$ cat src/rtl/prsg_byte_packer.sv
// -----------------------------------------------------------------------------
// prsg_byte_packer
//
// Packs a qualified serial bit stream (typically the output of an inner-product
// pseudo-random sequence generator) into WIDTH-bit words, MSB first, and queues
// the completed words in a small show-ahead FIFO for a ready/valid consumer.
//
// Ports
//   clk         : single clock, all state advances on its rising edge
//   rst         : asynchronous, active-low reset
//   bit_in      : serial data bit
//   bit_en      : bit_in is captured only on edges where this is 1
//   flush       : synchronous clear of the partial word and the FIFO
//                 (the sticky overflow flag is left alone)
//   dout        : head-of-FIFO word, valid while dout_valid=1, 0 otherwise
//   dout_valid  : FIFO not empty
//   dout_ready  : consumer accepts dout; ignored while the FIFO is empty
//   level       : FIFO occupancy in words (0..DEPTH)
//   overflow    : sticky, set when a completed word had to be dropped
//   ovf_clr     : synchronous clear of overflow (a coincident drop wins)
//
// Parameters
//   WIDTH       : bits per packed word (>= 2)
//   DEPTH       : FIFO depth in words, power of two, >= 2
// -----------------------------------------------------------------------------
module prsg_byte_packer #(
  parameter int WIDTH = 8,
  parameter int DEPTH = 4
) (
  input  logic                     clk,
  input  logic                     rst,
  input  logic                     bit_in,
  input  logic                     bit_en,
  input  logic                     flush,
  output logic [WIDTH-1:0]         dout,
  output logic                     dout_valid,
  input  logic                     dout_ready,
  output logic [$clog2(DEPTH):0]   level,
  output logic                     overflow,
  input  logic                     ovf_clr
);

  localparam int AW = $clog2(DEPTH);
  localparam int CW = (WIDTH > 1) ? $clog2(WIDTH) : 1;
  localparam logic [CW-1:0] LAST_BIT = CW'(WIDTH - 1);

  // ---------------------------------------------------------------------------
  // State
  // ---------------------------------------------------------------------------
  logic [CW-1:0]    bit_cnt_reg,  bit_cnt_next;
  logic [WIDTH-1:0] shift_reg,    shift_next;
  // Pointers carry one wrap bit above the index so full and empty are
  // distinguishable without a separate count register.
  logic [AW:0]      wr_ptr_reg,   wr_ptr_next;
  logic [AW:0]      rd_ptr_reg,   rd_ptr_next;
  logic             overflow_reg, overflow_next;

  logic [WIDTH-1:0] mem [DEPTH];

  // ---------------------------------------------------------------------------
  // Datapath decode
  // ---------------------------------------------------------------------------
  logic             capture;
  logic             word_done;
  logic [WIDTH-1:0] push_word;
  logic             fifo_empty;
  logic             fifo_full;
  logic             pop;
  logic             push_ok;
  logic             drop;
  logic [AW-1:0]    wr_idx;
  logic [AW-1:0]    rd_idx;

  assign wr_idx     = wr_ptr_reg[AW-1:0];
  assign rd_idx     = rd_ptr_reg[AW-1:0];

  // Flush dominates every other activity on its edge.
  assign capture    = bit_en & ~flush;
  assign word_done  = capture & (bit_cnt_reg == LAST_BIT);

  // The incoming bit always enters at the LSB, so after WIDTH captures the
  // first bit has travelled up to the MSB.
  assign push_word  = {shift_reg[WIDTH-2:0], bit_in};

  assign fifo_empty = (wr_ptr_reg == rd_ptr_reg);
  assign fifo_full  = (wr_ptr_reg[AW] != rd_ptr_reg[AW]) && (wr_idx == rd_idx);

  assign pop        = ~fifo_empty & dout_ready & ~flush;

  // A full FIFO still accepts a word when the head leaves on the same edge;
  // the slot being written is then the one just vacated. An empty FIFO never
  // pops, so push+ready while empty simply takes the push.
  assign push_ok    = word_done & (~fifo_full | pop);
  assign drop       = word_done & fifo_full & ~pop;

  // ---------------------------------------------------------------------------
  // Next-state logic
  // ---------------------------------------------------------------------------
  always_comb begin
    bit_cnt_next  = bit_cnt_reg;
    shift_next    = shift_reg;
    wr_ptr_next   = wr_ptr_reg;
    rd_ptr_next   = rd_ptr_reg;

    if (flush) begin
      bit_cnt_next = '0;
      shift_next   = '0;
      wr_ptr_next  = '0;
      rd_ptr_next  = '0;
    end else begin
      if (capture) begin
        shift_next   = push_word;
        // The counter wraps on the completing capture whether or not the
        // word finds room in the FIFO.
        bit_cnt_next = word_done ? '0 : bit_cnt_reg + CW'(1);
      end
      if (push_ok) begin
        wr_ptr_next = wr_ptr_reg + (AW+1)'(1);
      end
      if (pop) begin
        rd_ptr_next = rd_ptr_reg + (AW+1)'(1);
      end
    end
  end

  // A drop on the same edge as ovf_clr keeps the flag set.
  always_comb begin
    overflow_next = overflow_reg;
    if (drop) begin
      overflow_next = 1'b1;
    end else if (ovf_clr) begin
      overflow_next = 1'b0;
    end
  end

  // ---------------------------------------------------------------------------
  // Registers
  // ---------------------------------------------------------------------------
  always_ff @(posedge clk or negedge rst) begin
    if (!rst) begin
      bit_cnt_reg  <= '0;
      shift_reg    <= '0;
      wr_ptr_reg   <= '0;
      rd_ptr_reg   <= '0;
      overflow_reg <= 1'b0;
    end else begin
      bit_cnt_reg  <= bit_cnt_next;
      shift_reg    <= shift_next;
      wr_ptr_reg   <= wr_ptr_next;
      rd_ptr_reg   <= rd_ptr_next;
      overflow_reg <= overflow_next;
    end
  end

  // Word storage needs no reset: every entry is written before the read
  // pointer can reach it, and dout is masked while the FIFO is empty.
  always_ff @(posedge clk) begin
    if (push_ok) begin
      mem[wr_idx] <= push_word;
    end
  end

  // ---------------------------------------------------------------------------
  // Outputs
  // ---------------------------------------------------------------------------
  assign dout_valid = ~fifo_empty;
  assign dout       = fifo_empty ? '0 : mem[rd_idx];
  assign level      = wr_ptr_reg - rd_ptr_reg;
  assign overflow   = overflow_reg;

endmodule

$ cat config.mk
export PLATFORM = sky130hd
export DESIGN_NAME = prsg_byte_packer
export DESIGN_NICKNAME = d
export VERILOG_FILES = /design/src/rtl/prsg_byte_packer.sv
export SDC_FILE = /design/constraint.sdc
export NUM_CORES = 1
export LEC_CHECK = 0
export BUFFER_PORTS_ARGS = -buffer_cell sky130_fd_sc_hd__buf_4
export CORE_AREA = 2 2 53 104
export CTS_CLUSTER_SIZE = 8
export DETAILED_ROUTE_END_ITERATION = 12
export DIE_AREA = 0 0 55 106
export GPL_ROUTABILITY_DRIVEN = 0
export HOLD_SLACK_MARGIN = 0.06
export PLACE_DENSITY = 0.68
export SETUP_SLACK_MARGIN = 0.05
export SLEW_MARGIN = 20
export SYNTH_ARGS = -nofsm -noshare
export SYNTH_HDL_FRONTEND = slang
export SYNTH_SLANG_ARGS = --single-unit
export TNS_END_PERCENT = 20
$ cat constraint.sdc
create_clock -name clk -period 4.5 [get_ports clk]
set_clock_uncertainty 0.05 [all_clocks]
set_input_delay 0.45 -clock clk [delete_from_list [all_inputs] [get_ports clk]]
set_output_delay 0.45 -clock clk [all_outputs]
set_load 0.05 [all_outputs]
==> reports/metrics.yaml, run 1 <==
fp.dieW_um: 55
p_per_area_mw_per_mm2: 314
areaGrowthSynthToFinish_pct: 13.1
cellLeakagePower_nw: 1.03
grt_antenna_before_repair: 0
grt_pass1_wl_um: 6040
fill_cells: 459
grt_use_total: 0.149
gr-total-overflow: 0
wl_um: 3600
cts_tree: "yes"
io_buffers: 19
drc: 0
fmax_mhz: 355
synth_warnings: 0
largest_register_ffs: 32
clockBufferDepth: 2
post_cts_buffers: 0
finalWorstSetupSlack_ns: 1.68
tns_ns: 0
core-area_mm2: 0.00509
slew_headroom: 0.565
dp_hpwl_um: 2600
worstPathMaxFanout: 11
min_path_cells: 2
peakVddDrop_mv: 0.278
clkTransAtPathRegs_ns: 0.09
hold_class: "in2reg"
ctsHoldBuffers: 1
io_pins: 20
period_share: 0.627
outcome: "finished clean"
r2r_slack_ns: 2.06
intPower_mw: 0.608
regArea_mm2: 0.00139
mostFrequentLayoutCells: "edfxtp_1, buf_4, dfrtp_1, nor2_1, inv_1"
cts.repair.resized: 0
crit_required_ns: 4.00
num_vias: 1198
hold_end: "overflow"
sw_frac_of_total: 0.222
synth_edf_count: 32
syn-num-nets: 163
wl_per_cell_um: 15.9
p_comb_frac: 0.064
crit_path_start_kind: "register"
insertedDiodeCount: 0
insertion_delay_ns: 0.30
via_per_inst: 5.28
rsz0062_at_grt: "false"
pre_cts_ws_ns: 1.91
slew_violations: 0
drt.antenna.violating_nets: 0
ys.flop_type: "edfxtp_1"
hold_slack_ns: 0.288
p_clk_frac: 0.316
drv_cap: 0
clockRootBuffer: "clkbuf_8"
cp-end-kind: "output port"
hp-start: "ovf_clr"
async_flop_share: 0.347
clock_sinks: 49
ys_types: 31
reg2reg_depth: 4
layout-drive-gt1-share: 0.225
syn_area_mm2: 0.00220
multiInputGateArea_um2: 743
cts_buffers: 5
tightestPinTransition_ns: 0.652
fin_crit_ns: 2.82
seq_area_frac_synth: 0.631
netSwitchingPower_mw: 0.173
start_util: 0.431
drtIter0Drc: 26
die_area_mm2: 0.00583
arrival_ns: 2.32
synth_cells: 146
power_frac_seq: 0.620
fp.dieH_um: 106
ys_ff_latch: 49
grt_max_degree: 20
rr_startpoint: "rd_ptr_reg[0]"
utilization: 0.488
layout_commonest_cell: "edfxtp_1"
fp-row-count: 37
critical_path_class: "reg2out"
final_nets: 185
avgSynthCellArea_um2: 15.0
setup_violations: 0
r2r_end: "mem[0][7]"
h-tree-depth: 2
hold_violations: 0
drtPass1Iterations: 4
grt_pass1_vias: 1244
cell usage after synthesis (all sizes together), types with 2 or more instances:
master	instances	area share
a22oi	2	0.0068
and2	4	0.011
buf	3	0.0080
clkbuf	2	0.0034
dfrtp	17	0.19
edfxtp	32	0.44
ha	9	0.051
inv	11	0.019
mux2	2	0.010
mux2i	10	0.046
mux4	8	0.082
nand2	3	0.0051
nand2b	2	0.0057
nor2	14	0.024
nor2b	10	0.028
o2111ai	2	0.0080
xnor2	2	0.0080
per-stage QoR:
step / cell area [µm²] / instances / power, mW
after floorplan: 2200 / 146 / 0.527
after global placement: 2390 / 218 / 0.543
after detailed placement: 2390 / 218 / 0.544
after CTS: 2480 / 227 / 0.790
after global routing: 2480 / 227 / 0.810
final: 2480 / 227 / 0.781
layout make-up:
type / count / area share
inverter: 11 / 0.0166
timing repair buffer: 20 / 0.0615
clock inverter: 2 / 0.00605
tap: 58 / 0.0292
multi-input combinational: 81 / 0.299
sequential: 49 / 0.558
clock buffer: 6 / 0.0292
worst max path at each step:
stage / from / to / cells after the start
after global placement: rd_ptr_reg[0] / dout[6] / 5
after global routing: rd_ptr_reg[0] / dout[1] / 5
after CTS: rd_ptr_reg[0] / dout[1] / 5
after floorplan: rd_ptr_reg[1] / dout[0] / 6
after detailed placement: rd_ptr_reg[0] / dout[1] / 5
final: rd_ptr_reg[1] / dout[4] / 6
layer usage:
layer / share of wire / GRT usage / up-vias
li1: - / - / 571
met1: 0.37 / 0.167 / 597
met2: 0.58 / 0.258 / 24
met3: 0.030 / 0.0211 / 6
met4: 0.025 / 0.0732 / 0
met5: 0 / 0 / -
power groups by stage:
stage                     clock [mW]  combinational (mW)  sequential (mW)
after floorplan                    0              0.0345            0.492
after detailed placement           0              0.0497            0.495
after global placement             0              0.0487            0.494
after CTS                      0.255              0.0505            0.485
final                          0.247              0.0496            0.484
after global routing           0.269              0.0549            0.486
kinds of logic after synthesis:
logic type | share of synthesized area
AOI/OAI and AO/OA | 0.0382
xor gates and xnor gates | 0.0154
adders and majority gates | 0.0604
muxes | 0.138
and+or+nand+nor | 0.0866
buffers and inverters | 0.0302
DFF | 0.631
worst max-delay path, cell delays in order, from the launching register on:
cell     delay [ns]
dfrtp_1        0.66
inv_1          0.12
ha_1           0.31
nand2_1        0.10
nor2_1         0.51
nor2b_1        0.10
buf_4          0.22
Note: power is estimated with default switching activity, not from simulation.
==> run 2: changes to the inputs <==
--- a/config.mk
+++ b/config.mk
@@ -12,7 +12,7 @@
 export DIE_AREA = 0 0 55 106
 export GPL_ROUTABILITY_DRIVEN = 0
 export HOLD_SLACK_MARGIN = 0.06
-export PLACE_DENSITY = 0.68
+export PLACE_DENSITY = 0.71
 export SETUP_SLACK_MARGIN = 0.05
 export SLEW_MARGIN = 20
 export SYNTH_ARGS = -nofsm -noshare
==> constraint.sdc (replaced) <==
create_clock -name clk -period 2.5 [get_ports clk]
set_clock_uncertainty 0.05 [all_clocks]
set_input_delay 0.25 -clock clk [delete_from_list [all_inputs] [get_ports clk]]
set_output_delay 0.25 -clock clk [all_outputs]
set_load 0.05 [all_outputs]
==> run 2 against run 1 <==
  * Combinational power up 87%
  * Count of clock-buffer cells in the layout down 1
  * Critical path depth unchanged
  * Worst setup slack worse by 1.4 ns
  * Total power up 110%
  * Via count down 0.17%
  * Sequential share of layout area down 1.5 points
  * Hold slack worse by 0.20 ns
  * Largest cell class unchanged
  * Largest power group unchanged
==> reports/metrics.yaml, run 2 (synthesis gave the netlist of run 1 again) <==
setup_violations: 0  # unchanged
utilization: 0.501  # +0.0133
reg2reg_depth: 5  # +1
endpoint: "dout[4]"
gr-total-overflow: 0  # unchanged
outcome: "finished clean"
final_nets: 187  # +1.1%
min_path_cells: 2  # unchanged
wl_um: 3690  # +2.7%
cp_slowest_cell: "dfrtp_1"
slew_violations: 0  # unchanged
h-tree-depth: 2  # unchanged
areaGrowthSynthToFinish_pct: 16.2
num_vias: 1196  # -0.17%
grt_antenna_before_repair: 0  # unchanged
p_comb_frac: 0.057  # -0.007
hp-start: "ovf_clr"
numPlacedInstances: 220  # +0.92%
io_pins: 20  # unchanged
p_per_area_mw_per_mm2: 635  # +100%
intPower_mw: 1.30  # +110%
cts_tree: "yes"
insertedDiodeCount: 0  # unchanged
mostFrequentLayoutCells: "edfxtp_1, buf_4, dfrtp_1, nor2_1, inv_1"
p_clk_frac: 0.406  # +0.090
sw_frac_of_total: 0.197  # -0.0244
drtPass1Iterations: 4  # unchanged
peakVddDrop_mv: 0.441  # +59%
clkTransAtPathRegs_ns: 0.09  # about the same
fin_crit_ns: 2.20
worstPathCellList: "inv_1 > ha_1 > nand2_1 > nor2_2 > nor2b_1 > buf_4"
crit_required_ns: 2.20  # -1.80 ns
insertion_delay_ns: 0.29  # about the same
setup.worst_path.start: "wr_ptr_reg[0]"
pre_cts_ws_ns: 0.342  # -1.56 ns
grt_max_degree: 20  # unchanged
clockBufferDepth: 2  # unchanged
slew_headroom: 0.703  # +0.138
post_dp_cell_area_mm2: 0.00240  # +0.63%
die_area_mm2: 0.00583  # unchanged
cts_buffers: 5  # unchanged
io_buffers: 19  # unchanged
fp-row-count: 37  # unchanged
finalWorstSetupSlack_ns: 0.298  # -1.38 ns
cp-end-kind: "output port"
grt_pass1_wl_um: 6080  # +0.68%
start_util: 0.431  # unchanged
drt.antenna.violating_nets: 0  # unchanged
path_buf_inv: 2  # unchanged
layout-drive-gt1-share: 0.246  # +0.0208
arrival_ns: 1.90  # -0.42 ns
drtIter0Drc: 18  # -31%
clockRootBuffer: "clkbuf_8"
clock_sinks: 49  # unchanged
rsz0062_at_grt: "false"
worstPathMaxFanout: 9  # -2
dp_hpwl_um: 2780  # +7.0%
cpPeakStageDelay_ns: 0.42  # -0.24 ns
tns_ns: 0  # unchanged
drv_cap: 0  # unchanged
core-area_mm2: 0.00509  # unchanged
grt_pass1_vias: 1258  # +1.1%
p_total_mw: 1.62  # +110%
wl_per_cell_um: 16.1  # +1.8%
largest_register_ffs: 32  # unchanged
grt_use_total: 0.147  # -0.00116
fp.dieH_um: 106  # unchanged
period_share: 0.881
instances_no_fill: 229  # +0.88%
r2r_end: "mem[3][0]"
fmax_mhz: 454
r2r_slack_ns: 0.32  # -1.74 ns
drc: 0  # unchanged
crit_path_start_kind: "register"
post_cts_buffers: 0  # unchanged
cp_num_cells: 6  # unchanged
via_per_inst: 5.22  # -1.0%
hold_violations: 0  # unchanged
power_frac_seq: 0.537  # -0.083
fill_cells: 452  # -1.5%
hold_slack_ns: 0.0887  # -0.200 ns
rr_startpoint: "wr_ptr_reg[0]"
fin_area_mm2: 0.00255  # +2.7%
cp_top_family: "simple AND/OR/NAND/NOR gates"
fp.dieW_um: 55  # unchanged
netSwitchingPower_mw: 0.320  # +85%
layout_commonest_cell: "edfxtp_1"
hold_class: "in2reg"
cellLeakagePower_nw: 1.07  # +4.2%
critical_path_class: "reg2out"
tightestPinTransition_ns: 0.445  # -0.207 ns
-- run 2: cell count changes in the layout (fill, tap and decap cells not counted) --
cell	delta
inv_6	+1
clkinvlp_4	-2
nor2_1	-1
nor2_2	+1
clkbuf_1	-1
bufinv_16	+2
buf_4	+2
-- run 2: cell type report --
type                       instances  area (µm²)  area share
tap                               58        72.6      0.0284
clock buffer                       5        68.8      0.0270
timing repair buffer              22         168      0.0657
multi-input combinational         81         746       0.292
sequential                        49        1390       0.543
clock inverter                     3        68.8      0.0270
inverter                          11        41.3      0.0162
-- run 2: layer usage --
metal,global-route usage,routed length (µm)
met5,0,0
met4,0.0819,106
met3,0.0281,103
met2,0.251,2110
met1,0.161,1380
-- run 2: timing repair --
| action | 4_1_cts | 5_1_grt |
|---|---|---|
| resized for setup | 1 | 0 |
| endpoints found under the hold margin | 17 | 0 |
| hold buffers | 1 | 0 |
| endpoints found under the setup margin | 1 | 0 |
-- run 2: worst min-delay path by stage --
stage,endpoint,slack (ns)
after floorplan,bit_cnt_reg[0],-0.1
after global placement,wr_ptr_reg[2],0.08
after detailed placement,wr_ptr_reg[2],0.08
after CTS,overflow,0.08
after global routing,overflow,0.08
final,overflow,0.09
-- run 2: power by group through the flow --
stage	sequential, mW	combinational [mW]	clock (mW)
after global routing	0.871	0.102	0.706
after global placement	0.887	0.0908	0
after CTS	0.870	0.0945	0.676
final	0.870	0.0929	0.658
after detailed placement	0.887	0.0927	0
after floorplan	0.886	0.0622	0
==> run 3: changes to the inputs <==
--- a/config.mk
+++ b/config.mk
@@ -6,15 +6,14 @@
 export NUM_CORES = 1
 export LEC_CHECK = 0
 export BUFFER_PORTS_ARGS = -buffer_cell sky130_fd_sc_hd__buf_4
-export CORE_AREA = 2 2 53 104
+export CORE_AREA = 2 2 87 64
 export CTS_CLUSTER_SIZE = 8
 export DETAILED_ROUTE_END_ITERATION = 12
-export DIE_AREA = 0 0 55 106
+export DIE_AREA = 0 0 89 66
 export GPL_ROUTABILITY_DRIVEN = 0
 export HOLD_SLACK_MARGIN = 0.06
 export PLACE_DENSITY = 0.71
 export SETUP_SLACK_MARGIN = 0.05
-export SLEW_MARGIN = 20
 export SYNTH_ARGS = -nofsm -noshare
 export SYNTH_HDL_FRONTEND = slang
 export SYNTH_SLANG_ARGS = --single-unit
==> constraint.sdc (replaced) <==
create_clock -name clk -period 1.9 [get_ports clk]
set_clock_uncertainty 0.05 [all_clocks]
set_input_delay 0.19 -clock clk [delete_from_list [all_inputs] [get_ports clk]]
set_output_delay 0.19 -clock clk [all_outputs]
set_load 0.05 [all_outputs]
==> run 3 against run 2 <==
  * The run now ends with negative setup slack left
  * Via count up 8.4%
  * Combinational power up 77%
  * Die area up 0.75%
  * Sequential power up 32%
  * Worst setup slack worse by 0.31 ns
  * Total power up 33%
  * Non-clock buffer count up 13
  * Core utilization up 7.7 points
  * Critical path type unchanged
  * Largest cell class unchanged
  * Highest routed layer unchanged
==> reports/metrics.yaml, run 3 (synthesis gave the netlist of run 1 again) <==
period_share: 1.01
die_area_mm2: 0.00587  # +0.75%
gr-total-overflow: 0  # unchanged
highest_layer: "met4"
worstPathMaxFanout: 4  # -5
wl_um: 4490  # +22%
via_per_inst: 5.06  # -3.1%
rr_startpoint: "wr_ptr_reg[0]"
drt.antenna.violating_nets: 0  # unchanged
fill_cells: 393  # -13%
start_util: 0.434  # +0.00234
clkTransAtPathRegs_ns: 0.09  # about the same
insertedDiodeCount: 0  # unchanged
layout-drive-gt1-share: 0.418  # +0.173
wl_met3_um: 155  # +50%
fin_area_mm2: 0.00293  # +15%
io_pins: 20  # unchanged
setup.worst_path.start: "rd_ptr_reg[0]"
grt_pass1_wl_um: 7020  # +15%
outcome: "finished, violations left"
hold_violations: 0  # unchanged
worstPathCellList: "clkbuf_16 > mux4_2 > nor2b_4 > buf_6"
setup_violations: 6  # +6
critical_path_class: "reg2out"
peakVddDrop_mv: 0.384  # -13%
hold_class: "in2reg"
layout_commonest_cell: "edfxtp_1"
clockBufferDepth: 2  # unchanged
cp-end-kind: "output port"
utilization: 0.578  # +0.0773
grt_antenna_before_repair: 0  # unchanged
tightestPinTransition_ns: 0.461  # +0.0161 ns
clock_sinks: 49  # unchanged
hp-start: "flush"
drv_cap: 0  # unchanged
mostFrequentLayoutCells: "edfxtp_1, dfrtp_1, buf_6, buf_4, nor2_1"
grt_max_degree: 20  # unchanged
io_buffers: 19  # unchanged
wl_met2_um: 2160  # +2.7%
violations: "negative setup slack"
cellLeakagePower_nw: 1.19  # +11%
largest_register_ffs: 32  # unchanged
clockRootBuffer: "clkbuf_8"
wl_met1_um: 2120  # +54%
areaGrowthSynthToFinish_pct: 33.4
p_per_area_mw_per_mm2: 738  # +16%
cp_slowest_cell: "mux4_2"
cts_buffers: 5  # unchanged
final_nets: 200  # +7.0%
post_dp_cell_area_mm2: 0.00253  # +5.4%
drtPass1Iterations: 4  # unchanged
crit_required_ns: 1.66  # -0.54 ns
fp.dieW_um: 89  # +62%
h-tree-depth: 2  # unchanged
slew_headroom: 0.690  # -0.0130
crit_path_start_kind: "register"
cpPeakStageDelay_ns: 0.49  # +0.07 ns
arrival_ns: 1.68  # -0.22 ns
drtIter0Drc: 90  # +72
num_vias: 1296  # +8.4%
grt_pass1_vias: 1353  # +7.6%
fp.dieH_um: 66  # -38%
cts_tree: "yes"
r2r_slack_ns: 0.10  # -0.22 ns
rsz0062_at_grt: "true"
wl_per_cell_um: 17.5  # +8.8%
hold_slack_ns: 0.153  # +0.0642 ns
insertion_delay_ns: 0.29  # about the same
tns_ns: -0.0464  # -0.0464 ns
core-area_mm2: 0.00506  # -0.54%
fp-row-count: 22  # -41%
finalWorstSetupSlack_ns: -0.0163  # -0.314 ns
dp_hpwl_um: 3150  # +13%
slew_violations: 0  # unchanged
fin_crit_ns: 1.92
fmax_mhz: 522
drc: 0  # unchanged
grt_use_total: 0.169  # +0.0217
[run 3: changes by cell type in the layout (fill, tap and decap cells not counted), sizes merged]
cell,delta
inv,-1
clkbuf,+1
buf,+10
clkinv,+1
dlygate4sd3,+2
[run 3: final cells by class]
cell class	count	area (µm²)	area share
flip-flops and latches	49	1390	0.474
clock buffers	5	68.8	0.0235
multi-input cells	81	901	0.308
inverters	11	43.8	0.0150
clock inverters	3	65.1	0.0222
repair buffers	35	373	0.127
well taps	72	90.1	0.0308
[run 3: power by group]
| part | total (mW) | switching [mW] | internal, mW |
|---|---|---|---|
| clock | 0.850 | 0.328 | 0.522 |
| combinational | 0.164 | 0.0921 | 0.0716 |
| sequential | 1.15 | 0.0112 | 1.14 |
| total | 2.16 | 0.431 | 1.73 |
[run 3: path summary, 6_finish.rpt]
kind,endpoint,cells after the start
setup reg to reg,mem[3][0],5
max in group asynchronous,rd_ptr_reg[0],2
setup / recovery,dout[4],4
hold / removal,bit_cnt_reg[0],2
hold reg to reg,overflow,2
min in group asynchronous,wr_ptr_reg[1],2
[run 3: layer usage]
metal,vias to the layer above,track usage
li1,601,-
met1,660,0.236
met2,28,0.262
met3,7,0.0412
met4,0,0.0541
met5,-,0
[run 3: through the flow]
stage / total power [mW] / std cells / worst slack [ns]
2_1_floorplan: 1.25 / 146 / 0.000933
6_report: 2.16 / 256 / -0.0163
3_5_place_dp: 1.30 / 239 / -0.0304
3_3_place_gp: 1.29 / 239 / 0.0411
4_1_cts: 2.16 / 253 / -0.0216
5_1_grt: 2.23 / 256 / -0.0880
[run 3: worst max-delay path: cells and delay by family, from the launching register on]
kind | cells | cell delay (ns)
muxes | 1 | 0.49
DFF | 1 | 0.44
buffers and inverters | 2 | 0.31
and+or+nand+nor | 1 | 0.14
[run 3: timing repair]
item / in CTS / in global routing
hold endpoints to repair: 21 / 0
pin swaps: 4 / 6
setup buffers: 3 / 1
setup endpoints to repair: 27 / 44
gates cloned: 0 / 2
hold buffers: 3 / 0
gates resized for setup: 20 / 22
